==> src/rtl/gpio_ctrl.sv <==
// gpio_ctrl: parametrised GPIO with per-pin direction, atomic set/clear/toggle, 2-flop input sync.
// Optional edge-detect interrupts built when GPIO_CTRL_IRQ_EN is defined.  Revision: 1.0
`default_nettype none

module gpio_ctrl #(
   parameter int                N_PINS    = 16,
   parameter logic [N_PINS-1:0] RESET_OUT = '0
) (
   input  logic              clk_i,
   input  logic              rst_i,
   input  logic              write_i,
   input  logic [3:0]        data_be_i,
   input  logic [5:0]        addr_i,
   input  logic [31:0]       wdata_i,
   output logic [31:0]       rdata_o,
   input  logic [N_PINS-1:0] input_i,
   output logic [N_PINS-1:0] output_o,
   output logic [N_PINS-1:0] oe_o,
   output logic              irq_o
);

   localparam logic [3:0] ADDR_DATA_IN    = 4'h0;
   localparam logic [3:0] ADDR_DATA_OUT   = 4'h1;
   localparam logic [3:0] ADDR_DIR        = 4'h2;
   localparam logic [3:0] ADDR_OUT_SET    = 4'h3;
   localparam logic [3:0] ADDR_OUT_CLR    = 4'h4;
   localparam logic [3:0] ADDR_OUT_TGL    = 4'h5;
   localparam logic [3:0] ADDR_IRQ_EN     = 4'h6;
   localparam logic [3:0] ADDR_IRQ_POL    = 4'h7;
   localparam logic [3:0] ADDR_IRQ_STATUS = 4'h8;

   logic [31:0]       be_mask;
   logic [N_PINS-1:0] wmask;
   logic [N_PINS-1:0] wbits;
   logic [3:0]        word;
   logic [N_PINS-1:0] sync1;
   logic [N_PINS-1:0] sync2;
   logic [N_PINS-1:0] data_out;
   logic [N_PINS-1:0] dir;
   logic [N_PINS-1:0] rd_bits;
   logic [31:0]       rd_word;
   logic [31:0]       rdata;
   logic              unused_ok;

   always_comb begin
      be_mask = '0;
      for (int b = 0; b < 4; b++) begin
         be_mask[8*b +: 8] = {8{data_be_i[b]}};
      end
   end

   // Every write operation acts only on enabled lanes within the pin range.
   assign wmask = be_mask[N_PINS-1:0];
   assign wbits = wdata_i[N_PINS-1:0] & wmask;
   assign word  = addr_i[5:2];

   always_ff @(posedge clk_i) begin
      if (rst_i) begin
         sync1 <= '0;
         sync2 <= '0;
      end else begin
         sync1 <= input_i;
         sync2 <= sync1;
      end
   end

   always_ff @(posedge clk_i) begin
      if (rst_i) begin
         data_out <= RESET_OUT;
         dir      <= '0;
      end else if (write_i) begin
         case (word)
            ADDR_DATA_OUT: data_out <= (data_out & ~wmask) | wbits;
            ADDR_DIR:      dir      <= (dir & ~wmask) | wbits;
            ADDR_OUT_SET:  data_out <= data_out | wbits;
            ADDR_OUT_CLR:  data_out <= data_out & ~wbits;
            ADDR_OUT_TGL:  data_out <= data_out ^ wbits;
            default:       ;
         endcase
      end
   end

   assign output_o = data_out;
   assign oe_o     = dir;

`ifdef GPIO_CTRL_IRQ_EN
   logic [N_PINS-1:0] irq_en;
   logic [N_PINS-1:0] irq_pol;
   logic [N_PINS-1:0] irq_status;
   logic [N_PINS-1:0] prev;
   logic [N_PINS-1:0] edge_evt;
   logic [N_PINS-1:0] w1c;

   assign edge_evt = (sync2 & ~prev & ~irq_pol) | (~sync2 & prev & irq_pol);
   assign w1c      = (write_i && (word == ADDR_IRQ_STATUS)) ? wbits : '0;

   always_ff @(posedge clk_i) begin
      if (rst_i) begin
         prev       <= '0;
         irq_en     <= '0;
         irq_pol    <= '0;
         irq_status <= '0;
      end else begin
         prev       <= sync2;
         // A fresh event outranks a simultaneous clear of the same bit.
         irq_status <= (irq_status & ~w1c) | edge_evt;
         if (write_i) begin
            case (word)
               ADDR_IRQ_EN:  irq_en  <= (irq_en & ~wmask) | wbits;
               ADDR_IRQ_POL: irq_pol <= (irq_pol & ~wmask) | wbits;
               default:      ;
            endcase
         end
      end
   end

   assign irq_o = |(irq_status & irq_en);
`else
   assign irq_o = 1'b0;
`endif

   always_comb begin
      rd_bits = '0;
      case (word)
         ADDR_DATA_IN:    rd_bits = sync2;
         ADDR_DATA_OUT:   rd_bits = data_out;
         ADDR_DIR:        rd_bits = dir;
`ifdef GPIO_CTRL_IRQ_EN
         ADDR_IRQ_EN:     rd_bits = irq_en;
         ADDR_IRQ_POL:    rd_bits = irq_pol;
         ADDR_IRQ_STATUS: rd_bits = irq_status;
`endif
         default:         rd_bits = '0;
      endcase
      rd_word                = '0;
      rd_word[N_PINS-1:0]    = rd_bits;
   end

   always_ff @(posedge clk_i) begin
      if (rst_i) begin
         rdata <= '0;
      end else if (!write_i) begin
         rdata <= rd_word;
      end
   end

   assign rdata_o   = rdata;
   assign unused_ok = ^{addr_i[1:0], wdata_i, be_mask};

endmodule

`default_nettype wire
==> config.mk <==
export PLATFORM = sky130hd
export DESIGN_NAME = gpio_ctrl
export DESIGN_NICKNAME = d
export VERILOG_FILES = /design/src/rtl/gpio_ctrl.sv
export SDC_FILE = /design/constraint.sdc
export NUM_CORES = 1
export LEC_CHECK = 0
export CELL_PAD_IN_SITES_DETAIL_PLACEMENT = 1
export CELL_PAD_IN_SITES_GLOBAL_PLACEMENT = 1
export CORE_AREA = 2 2 116 118
export DETAILED_ROUTE_END_ITERATION = 8
export DIE_AREA = 0 0 118 120
export HOLD_SLACK_MARGIN = 0.02
export PLACE_DENSITY = 0.81
export SLEW_MARGIN = 10
export SYNTH_ARGS = -nofsm -noshare
export SYNTH_HDL_FRONTEND = slang
export SYNTH_SLANG_ARGS = --single-unit
==> constraint.sdc <==
create_clock -name clk_i -period 1.6 [get_ports clk_i]
set_input_delay 0.4 -clock clk_i [delete_from_list [all_inputs] [get_ports clk_i]]
set_output_delay 0.4 -clock clk_i [all_outputs]
set_load 0.02 [all_outputs]
==> flow_summary.toml <==
[detailed_routing]
drt_iter0_drc = 176
wl_um = 12900
drc = 0
vias_per_cell = 4.78
ant_nets = 0
vias = 3558
wire_per_inst_um = 17.3
dr.pass1.iters = 4

[power_and_ir_drop]
finalPower_mw = 5.21
power_leakage_nw = 2.58
ir_worst_vdd_mv = 0.571
p_per_area_nw_per_um2 = 889

[final_layout]
mostFrequentLayoutCells = "dfxtp_1, buf_4, nand2b_1"
final_common_cell = "dfxtp_1"
fin_cells = 745
diodes = 0
n_fill_cell = 1501
drive_above_1_share_pct = 23.4
finalNetCount = 641
area_growth_syn_to_layout_pct = 43.4
final_core_util_pct = 45.1

[worst_hold_path]
holdPathEnd = "output_o[11]$_SDFFE_PP0P_"
hold_path.startpoint = "rst_i"
whs_path_depth = 2
min_path_type = "in -> reg"

[sta]
rsz0062_at_grt = "yes"
hold_viol_final = 0
setup_viol = 0
timing.final.crit_share_pct = 98.6
clock-skew-final_ns = 0.00766
fin_crit_ns = 1.58
finalWorstSetupSlack_ns = 0.0220
drv_slew = 0
max_freq_ghz = 0.634
hold_ws_ns = 0.388

[cts]
cts_buffer_depth = 2
clk_latency_ns = 0.34
cts_tree = "done"
cts_buffers = 9
cts_max_level = 3
hold_buffers = 0
clock-sinks = 80
clk_pin_slew_worst_paths_ns = 0.06
cts-root-buf = "clkbuf_16"

[critical_path]
crit_type = "in -> reg"
cpMaxStageDelayCell = "clkdlybuf4s50_1"
worstPathRequired_ns = 1.88
worst_setup_path_end_kind = "register"
crit_chain = "clkdlybuf4s50_1 -> nor2b_1 -> buf_4 -> and4b_2 -> a32o_1"
critPathBufInv = 2
reg2reg_slack_ns = 0.24
crit_family = "buffers and inverters"
reg2reg_depth = 5
start_kind = "primary input"
timing.rr.end = "output_o[15]$_SDFFE_PP0P_"
critPathMaxFanout = 9
critical_path_arrival_ns = 1.86
r2r-start = "output_o[15]$_SDFFE_PP0P_"
cp_slowest_stage_delay_ns = 0.56

[grt]
grt_pass1_wl_um = 20300
grt_max_degree = 44
grt_pass1_vias = 3806
antenna_found_initial = 0
grt_overflow = 0
grt_usage_pct = 18.4

[synthesis]
synth_top_family_by_area = "simple AND/OR/NAND/NOR gates"
muxShareOfSynthArea_pct = 8.33
yosys_warnings = 0
ys_seq_area_share_pct = 39.2
synth_area_um2 = 4080
ys_ff_latch = 80
synth_edf_count = 0
synthCells = 424
synth_xor_area_share_pct = 0
avgSynthCellArea_um2 = 9.63
ys_async_sr_fraction_pct = 0
synth_compound_area_share_pct = 14.7
yosys.area_share.adder_pct = 4.90
synth_cell_type_count = 40
yosys.area_share.simple_pct = 24.2
synthFlopType = "dfxtp_1"

[die]
core_um2 = 13000
die_h_um = 120
fp.dieW_um = 118
initial_core_util_pct = 31.5
dieArea_um2 = 14200
io_pins = 126
rows = 42

[run_status]
status = "complete, no violations"

[placement]
io_buffers = 88
hpwl_um = 9230
place_ws_ns = -0.506
dpl.cell_count = 723
gp_congestion = 0.848

[flow_run]
cap_viol_max_count = 0
-- cells in the mapped netlist, types with 2 or more instances --
| library cell | number | area (um^2) |
|---|---|---|
| ha_1 | 16 | 200 |
| buf_6 | 6 | 67.6 |
| mux2i_1 | 16 | 160 |
| buf_4 | 19 | 143 |
| a31oi_1 | 7 | 43.8 |
| nor2b_1 | 34 | 213 |
| buf_2 | 7 | 35.0 |
| o311ai_0 | 6 | 52.6 |
| inv_1 | 3 | 11.3 |
| clkbuf_1 | 15 | 56.3 |
| and3_1 | 3 | 18.8 |
| mux2_2 | 16 | 180 |
| a32o_1 | 9 | 90.1 |
| o211ai_1 | 6 | 45.0 |
| nand2_1 | 42 | 158 |
| a311oi_1 | 6 | 52.6 |
| dfxtp_1 | 80 | 1600 |
| a21o_1 | 7 | 52.6 |
| nand3_2 | 9 | 90.1 |
| o21ai_0 | 15 | 75.1 |
| nand2b_1 | 59 | 369 |
| nand3_1 | 9 | 45.0 |
| clkbuf_2 | 2 | 10.0 |
| a22oi_1 | 16 | 120 |
-- worst max-delay path by stage --
stage               slack [ns]                      from                         to  cells after the start
finish                    0.02                   write_i  output_o[12]$_SDFFE_PP0P_                      5
global route           -0.0001                   write_i   rdata_o[15]$_SDFFE_PP0N_                      5
CTS                       0.01  output_o[5]$_SDFFE_PP0P_                output_o[5]                      1
detailed placement       -0.51                 addr_i[3]   output_o[2]$_SDFFE_PP0P_                      6
global placement         -0.52                 addr_i[3]   output_o[2]$_SDFFE_PP0P_                      6
floorplan                 0.02              data_be_i[1]   output_o[8]$_SDFFE_PP0P_                      7
-- area by class of cell --
type	instances	area [um^2]	share of cell area, %
multi-input cells	306	2220	38.0
clock inverters	5	104	1.77
repair buffers	164	1460	25.0
flip-flops and latches	80	1600	27.4
clock buffers	11	233	3.97
well taps	176	220	3.76
inverters	3	11.3	0.192
-- kinds of logic after synthesis --
kind of cell / Yosys count
AND/OR/NAND/NOR: 164
flip-flops: 80
AO/OA/AOI/OAI: 77
buffers and inverters: 54
multiplexers: 32
adder cells (fa/ha/maj): 16
other: 1
-- power breakdown --
part	switching, mW	internal [mW]	total, mW	leakage, nW
clock	0.823	1.53	2.35	0.164
combinational	0.391	0.385	0.777	1.77
sequential	0.0264	2.05	2.08	0.653
-- through the flow --
| step | setup TNS, ns | area, um^2 |
|---|---|---|
| after floorplan | 0 | 4150 |
| after global placement | -18.23 | 5500 |
| after CTS | 0 | 5840 |
| after detailed placement | -18.59 | 5500 |
| after global routing | -0.000143 | 5860 |
| final | 0 | 5860 |
-- per-layer routing --
metal	part of all wire, %	track usage (%)	vias up
li1	-	-	1734
met1	43	22.0	1716
met2	50	31.9	87
met3	4.9	4.52	21
met4	2.2	6.93	0
met5	0	0	-
-- what timing repair did --
item,4_1_cts,5_1_grt
setup buffers,5,1
pin swaps,4,1
endpoints found under the setup margin,92,28
hold endpoints to repair,0,0
cloned,0,0
resized for setup,65,5
Power figures use the tool's default switching activity.
